--- src/rtl/core101_adder_pkg.sv ---
// Shared constants and width helpers for the core101 pipelined adder family.
package core101_adder_pkg;

   localparam logic ADDER_OP_ADD = 1'b0;
   localparam logic ADDER_OP_SUB = 1'b1;

   localparam int unsigned DEF_DATA_WIDTH = 64;
   localparam int unsigned DEF_STAGES     = 4;

   function automatic int unsigned seg_w(input int unsigned dw, input int unsigned st);
      return (st == 0) ? dw : dw / st;
   endfunction

   // Segment offset of stage k's operand skew slot (stage k holds n-1-k segments).
   function automatic int unsigned skew_off(input int unsigned k, input int unsigned n);
      int unsigned acc;
      acc = 0;
      for (int unsigned i = 0; i < k; i++) acc += n - 1 - i;
      return acc;
   endfunction

   // Segment offset of stage k's result deskew slot (stage k holds k segments).
   function automatic int unsigned desk_off(input int unsigned k);
      int unsigned acc;
      acc = 0;
      for (int unsigned i = 1; i < k; i++) acc += i;
      return acc;
   endfunction

endpackage

--- src/rtl/adder_segment.sv ---
// One registered carry segment: sum and carry-out captured when enabled.
module adder_segment #(
   parameter int unsigned SEG_W = 16
) (
   input  logic             clock_in,
   input  logic             reset_n_in,
   input  logic             i_en,
   input  logic [SEG_W-1:0] i_a,
   input  logic [SEG_W-1:0] i_b,
   input  logic             i_cin,
   output logic [SEG_W-1:0] o_sum,
   output logic             o_cout
);

   logic [SEG_W:0]   w_full;
   logic [SEG_W-1:0] r_sum;
   logic             r_cout;

   assign w_full = {1'b0, i_a} + {1'b0, i_b} + (SEG_W+1)'(i_cin);

   always_ff @(posedge clock_in or negedge reset_n_in) begin
      if (!reset_n_in) begin
         r_sum  <= '0;
         r_cout <= 1'b0;
      end else if (i_en) begin
         r_sum  <= w_full[SEG_W-1:0];
         r_cout <= w_full[SEG_W];
      end
   end

   assign o_sum  = r_sum;
   assign o_cout = r_cout;

endmodule

--- src/rtl/pipelined_adder.sv ---
// Lockstep STAGES-deep segmented add/sub with valid/ready on both sides.
// Optional signed-overflow output enabled by defining PIPELINED_ADDER_OVF_EN.
module pipelined_adder
   import core101_adder_pkg::*;
#(
   parameter int unsigned DATA_WIDTH = DEF_DATA_WIDTH,
   parameter int unsigned STAGES     = DEF_STAGES
) (
   input  logic                  clock_in,
   input  logic                  reset_n_in,
   input  logic                  adder_valid_in,
   output logic                  adder_ready_out,
   input  logic [DATA_WIDTH-1:0] adder_A_data_in,
   input  logic [DATA_WIDTH-1:0] adder_B_data_in,
   input  logic                  adder_sub_in,
   input  logic                  adder_carry_in,
   output logic                  adder_valid_out,
   input  logic                  adder_ready_in,
   output logic [DATA_WIDTH-1:0] adder_data_out,
   output logic                  adder_carry_out
`ifdef PIPELINED_ADDER_OVF_EN
   ,
   output logic                  adder_overflow_out
`endif
);

   localparam int unsigned SEG_W = seg_w(DATA_WIDTH, STAGES);
   localparam int unsigned TRI   = STAGES * (STAGES - 1) / 2;
   localparam int unsigned SK_W  = (TRI == 0) ? SEG_W : TRI * SEG_W;

   if (STAGES == 0 || (DATA_WIDTH % STAGES) != 0) begin : g_bad_param
      $error("pipelined_adder: DATA_WIDTH must be a nonzero multiple of STAGES");
   end

   logic                  w_adv;
   logic [DATA_WIDTH-1:0] w_b_eff;
   logic                  w_cin0;
   logic [STAGES-1:0]     r_vld;
   logic [SEG_W-1:0]      w_seg_a [STAGES];
   logic [SEG_W-1:0]      w_seg_b [STAGES];
   logic [STAGES-1:0]     w_seg_ci;
   logic [SEG_W-1:0]      w_sum   [STAGES];
   logic [STAGES-1:0]     w_co;
   logic [SK_W-1:0]       r_skew_a, r_skew_b, r_desk;
   logic [SK_W-1:0]       w_skew_a_nxt, w_skew_b_nxt, w_desk_nxt;

   assign w_adv           = !adder_valid_out || adder_ready_in;
   assign adder_ready_out = w_adv;
   assign adder_valid_out = r_vld[STAGES-1];
   assign w_b_eff         = (adder_sub_in == ADDER_OP_SUB) ? ~adder_B_data_in : adder_B_data_in;
   assign w_cin0          = (adder_sub_in == ADDER_OP_SUB) ? 1'b1 : adder_carry_in;

   for (genvar k = 0; k < STAGES; k++) begin : g_stage
      localparam int unsigned UP = STAGES - 1 - k;

      if (k == 0) begin : g_first
         assign w_seg_a[k]  = adder_A_data_in[SEG_W-1:0];
         assign w_seg_b[k]  = w_b_eff[SEG_W-1:0];
         assign w_seg_ci[k] = w_cin0;
      end else begin : g_next
         localparam int unsigned OP = skew_off(k - 1, STAGES) * SEG_W;
         assign w_seg_a[k]  = r_skew_a[OP +: SEG_W];
         assign w_seg_b[k]  = r_skew_b[OP +: SEG_W];
         assign w_seg_ci[k] = w_co[k-1];
      end

      // Upper operand segments wait in skew slots until their stage is reached.
      if (UP > 0) begin : g_skew
         localparam int unsigned OS = skew_off(k, STAGES) * SEG_W;
         if (k == 0) begin : g_load
            assign w_skew_a_nxt[OS +: UP*SEG_W] = adder_A_data_in[DATA_WIDTH-1:SEG_W];
            assign w_skew_b_nxt[OS +: UP*SEG_W] = w_b_eff[DATA_WIDTH-1:SEG_W];
         end else begin : g_shift
            localparam int unsigned OP = skew_off(k - 1, STAGES) * SEG_W;
            assign w_skew_a_nxt[OS +: UP*SEG_W] = r_skew_a[OP+SEG_W +: UP*SEG_W];
            assign w_skew_b_nxt[OS +: UP*SEG_W] = r_skew_b[OP+SEG_W +: UP*SEG_W];
         end
      end

      // Finished lower result segments ride along in deskew slots.
      if (k == 1) begin : g_desk_first
         assign w_desk_nxt[desk_off(1)*SEG_W +: SEG_W] = w_sum[0];
      end else if (k > 1) begin : g_desk_shift
         assign w_desk_nxt[desk_off(k)*SEG_W +: k*SEG_W] =
            {w_sum[k-1], r_desk[desk_off(k-1)*SEG_W +: (k-1)*SEG_W]};
      end

      adder_segment #(.SEG_W(SEG_W)) u_seg (
         .clock_in   (clock_in),
         .reset_n_in (reset_n_in),
         .i_en       (w_adv),
         .i_a        (w_seg_a[k]),
         .i_b        (w_seg_b[k]),
         .i_cin      (w_seg_ci[k]),
         .o_sum      (w_sum[k]),
         .o_cout     (w_co[k])
      );
   end

   if (STAGES == 1) begin : g_out_single
      assign w_skew_a_nxt   = '0;
      assign w_skew_b_nxt   = '0;
      assign w_desk_nxt     = '0;
      assign adder_data_out = w_sum[0];
   end else begin : g_out_multi
      assign adder_data_out = {w_sum[STAGES-1],
                               r_desk[desk_off(STAGES-1)*SEG_W +: (STAGES-1)*SEG_W]};
   end

   assign adder_carry_out = w_co[STAGES-1];

   always_ff @(posedge clock_in or negedge reset_n_in) begin
      if (!reset_n_in) begin
         r_vld    <= '0;
         r_skew_a <= '0;
         r_skew_b <= '0;
         r_desk   <= '0;
      end else if (w_adv) begin
         r_vld    <= STAGES'({r_vld, adder_valid_in});
         r_skew_a <= w_skew_a_nxt;
         r_skew_b <= w_skew_b_nxt;
         r_desk   <= w_desk_nxt;
      end
   end

`ifdef PIPELINED_ADDER_OVF_EN
   // Carry into the MSB is recovered as a^b^sum at that bit.
   logic r_msb_x;

   always_ff @(posedge clock_in or negedge reset_n_in) begin
      if (!reset_n_in) begin
         r_msb_x <= 1'b0;
      end else if (w_adv) begin
         r_msb_x <= w_seg_a[STAGES-1][SEG_W-1] ^ w_seg_b[STAGES-1][SEG_W-1];
      end
   end

   assign adder_overflow_out = r_msb_x ^ w_sum[STAGES-1][SEG_W-1] ^ w_co[STAGES-1];
`endif

endmodule

--- config.mk ---
export PLATFORM = sky130hd
export DESIGN_NAME = pipelined_adder
export DESIGN_NICKNAME = d
export VERILOG_FILES = /design/src/rtl/core101_adder_pkg.sv /design/src/rtl/adder_segment.sv /design/src/rtl/pipelined_adder.sv
export SDC_FILE = /design/constraint.sdc
export NUM_CORES = 1
export LEC_CHECK = 0
export BUFFER_PORTS_ARGS = -buffer_cell sky130_fd_sc_hd__buf_4
export CAP_MARGIN = 20
export CORE_MARGIN = 2
export CORE_UTILIZATION = 59
export DETAILED_ROUTE_END_ITERATION = 7
export PLACE_DENSITY = 0.84
export SLEW_MARGIN = 40
export SYNTH_ARGS = -nofsm -noshare
export SYNTH_HDL_FRONTEND = slang
export SYNTH_SLANG_ARGS = --single-unit
--- constraint.sdc ---
create_clock -name clock_in -period 3.4 [get_ports clock_in]
set_input_delay 0.51 -clock clock_in [delete_from_list [all_inputs] [get_ports clock_in]]
set_output_delay 0.51 -clock clock_in [all_outputs]
set_load 0.02 [all_outputs]
==> results.md <==
- The flow ran to the end, and the final reports show no timing, DRC or antenna violations.
- The clock arrives with 0.0210 ns of skew.
- The number of violations of the max-capacitance limit is 0.
- TritonCTS built the clock tree.
- Of the total synthesized cell area, the portion taken by full adders, half adders and majority gates is 0.0542.
- The H-tree was split into 2 levels.
- The insertion delay of the later-clocked pin in the worst-skew pair is 0.52 ns.
- The final weighted congestion in routability-driven placement is 0.879.
- The dominant combinational cell family by area after synthesis is simple AND/OR/NAND/NOR gates.
- Summed over all layers, the routed wires come to 34.5 mm.
- The most common cell after layout, fill and taps aside is nand2_1.
- For the worst setup path, the data required time is 3.78 ns.
- Leaving out fill and tap cells, the most frequent cells in the layout are 837 x nand2_1, 360 x dfrtp_1, 211 x buf_4.
- The fraction of power spent switching nets is 0.373.
- Detailed placement finished with a half-perimeter wire length of 23.2 mm.
- The final-report hold violation count was 0.
- The number of buffers created by CTS is 38.
- The remaining max-slew budget at the tightest pin is 0.491.
- For this run, the detailed router's first-pass iteration total came to 5.
- Setup violations remaining at the end of the flow were counted as 0.
- The count of unresolved DRC violations after routing is 0.
- The number of synthesized flops with an enable pin is 0.
- The total power is 19.2 mW.
- Of the total synthesized cell area, the portion taken by XOR and XNOR cells is 0.0589.
- The final cell area excluding filler cells is 19700 um2.
- The proportion of synthesized area in mux cells is 0.00127.
- Cell internal power was estimated by the tool at 12.0 mW.
- The total clock sinks is 360.
- The fraction of final layout cells sized beyond drive strength 1 is 0.142.
- The iteration-0 DRC count of the detailed router is 809.
- The area of the multi-input gates is 7050 um2.
- The analysis attributes to cell leakage a power of 10.0 nW.
- The final-stage net count is 2219.
- The root buffer cell chosen for the clock tree is clkbuf_16.
- At the worst endpoint, the arrival time is 3.47 ns.
- The nature of the critical path endpoint is a flop.
- The worst setup path is of the reg2reg kind.
- The count of pins on the block boundary is 201.
- The clock transition at the registers of the reported paths is 0.06 ns.
- Compared with the post-synthesis result, the final layout area differs by 17.1%.
- The number of synthesized register bits is 360.
- For this design the total switching power over the nets is 7.16 mW.
- For this design the ratio of total power to cell area is 976 nW/um2.
- The average via count per standard cell is 5.16.
- The floorplan has 61 rows.
- Once placement completed, the tool counted placed cells totaling 2355.
- The mapped netlist covers 16800 um2.
- Detailed routing inserted a total of 12.5k vias.
- Counting along the longest clock path gives a buffer depth of 3.
- The number of max-slew violations in the final report is 0.
- For this run, the top clock speed supported by timing is 0.324 GHz.
- The nature of the critical path startpoint is a flop.
- Of the total power, the clock network draws 0.230.
- Setup repair after global routing left no endpoint under its margin.
- The height of the die is 173 um.
- On the final layout, the worst hold slack is 0.00369 ns.
- The clock period minus final worst setup slack is 3.09 ns.
- For this run, the number of Yosys warnings is 0.
- The share of the synthesized area in compound gates (AO/OA/AOI/OAI) is 0.0802.
- The effective utilization at floorplan is 0.602.
- For the pin with the worst max-slew slack, the measured transition is 0.764 ns.
- Across the whole layout, storage elements account for 9010 um2.
- At the end of the flow the core is filled with cells to 0.704.
- The area of placed instances is 18300 um2.
- Counting every net in the synthesized netlist gives 2097.
- The total congestion overflow after global routing is 0.
- The number of antenna violations at the first check in global routing is 2.
- The die is 173 um wide.
- Setup slack closes at 0.315 ns.
- Excluding fillers, the count of instances in the completed layout stands at 2424.
- The highest fanout seen on the critical path is 4.
- The count of cells resized by post-cts repair is 0.
- The first-pass GRT wire length is 58.7 mm.
- The count of distinct cell types in the synthesized netlist is 51.
- The number of nets with antenna violations after routing is 0.
- For this run, the leading register cell type out of synthesis is dfrtp_1.
- The floorplan core area is 27900 um2.
- The fraction of the cycle the final worst path needs is 0.907.
- The fill cell total of the finished layout is 2074.
- Of the total synthesized cell area, the portion taken by AND, OR, NAND and NOR gates is 0.225.
- Dividing the detail-routed wire length by the instance count gives 14.2 um.
- The pin count of the biggest net entering global routing is 161.
- The sequential power share is 0.381.
- The worst slack after detailed placement is 0.193 ns.
- The most critical setup path has its startpoint at g_stage[1].u_seg.o_cout$_DFFE_PN0P_.
- The sequential element share of the synthesized area is 0.536.
- After clock tree synthesis, the setup repair step added 0 buffers.
- The cell count after synthesis is 1895.
- For this design, the CTS-stage hold fixing added 0 buffers.
- The via count of the first global-routing pass is 12.4k.
- The startpoint identified for the worst register-to-register timing path is g_stage[1].u_seg.o_cout$_DFFE_PN0P_.
- Adding up every negative setup slack in the final design gives 0 ns.
- The highest ir drop seen on vdd is 0.473 mV.
- The path category of the worst min-delay check is in2async.
- The global-route usage over all layers is 0.234.
- After synthesis, the share of flip-flops with an asynchronous set or reset is 1.00.
- The count of buffers from port buffering is 200.
- Of the total power, combinational logic draws 0.388.
- The die covers 29900 um2.
- The post-synthesis average cell area is 8.87 um2.
power by group through the flow:
stage                     clock network [mW]  registers (mW)  logic, mW
after detailed placement                   0            7.37       7.43
after global routing                    4.68            7.55       8.43
after CTS                               4.50            7.33       7.52
after global placement                     0            7.28       7.17
final                                   4.42            7.33       7.46
after floorplan                            0            7.19       5.72
cell families after synthesis:
group,Yosys count
AND/OR/NAND/NOR,970
multiplexers,2
buffers and inverters,153
adder cells (fa/ha/maj),68
XOR/XNOR,113
flip-flops,360
AO/OA/AOI/OAI,229
worst max-delay path, cell delays in order, from the launching register on:
cell and delay [ns]:
dfrtp_1 0.40, fa_1 0.48, fa_1 0.47, a21o_1 0.19
a21oi_1 0.27, o21ai_1 0.09, o211a_1 0.17, a31oi_1 0.21
nor3_1 0.12, a2111oi_0 0.44, nor3_1 0.09
metal layers:
metal / GRT usage / up-vias / share of wire
li1: - / 6263 / -
met1: 0.311 / 5941 / 0.44
met2: 0.402 / 255 / 0.49
met3: 0.0317 / 58 / 0.037
met4: 0.0738 / 0 / 0.026
met5: 0 / - / 0
area by class of cell:
| type | instances | share of cell area |
|---|---|---|
| inverter | 17 | 0.00362 |
| clock inverter | 16 | 0.0137 |
| sequential | 360 | 0.458 |
| antenna | 2 | 0.000254 |
| multi-input combinational | 1382 | 0.358 |
| timing repair buffer | 218 | 0.0874 |
| clock buffer | 51 | 0.0549 |
| tap | 378 | 0.0240 |
state kept, by name, summed over array words and instances (netlist names):
name / flops
r_skew_a: 96
r_vld: 4
r_desk: 96
r_skew_b: 96
g_stage.u_seg.o_cout: 4
g_stage.u_seg.o_sum: 64
synth_stat cells, drive strengths merged (2+ instances only):
master   instances  area, um2
a21oi           81        420
nand3b           2       15.0
fa               8        160
o21ai           87        435
nand2b           4       25.0
o21bai           9       78.8
nand2          837       3140
o211a            2       20.0
a31oi            8       50.1
o21a             4       30.0
a21o            17        128
nor2b            7       51.3
xnor2           73        639
buf             57        394
inv             17       63.8
and3             2       12.5
nand3           15       75.1
clkbuf          79        297
ha              60        751
or3              4       25.0
dfrtp          360       9010
and2             2       12.5
a2111oi          2       17.5
nor3            13       65.1
o211ai           2       15.0
nand4            4       25.0
a211oi           7       52.6
nor4             2       12.5
xor2            40        350
nor2            74        278
worst paths after layout:
| check | endpoint | slack (ns) | cells past startpoint |
|---|---|---|---|
| min in group clock_in | r_skew_a[43]$_DFFE_PN0P_ | 0.19 | 3 |
| hold reg to reg | r_vld[2]$_DFFE_PN0P_ | 0.46 | 2 |
| setup reg to reg | g_stage[2].u_seg.o_cout$_DFFE_PN0P_ | 0.31 | 10 |
| hold / removal | r_skew_a[5]$_DFFE_PN0P_ | 0.004 | 1 |
| setup / recovery | g_stage[2].u_seg.o_cout$_DFFE_PN0P_ | 0.31 | 10 |
| max in group asynchronous | r_skew_b[27]$_DFFE_PN0P_ | 2.50 | 2 |
Power figures use the tool's default switching activity.
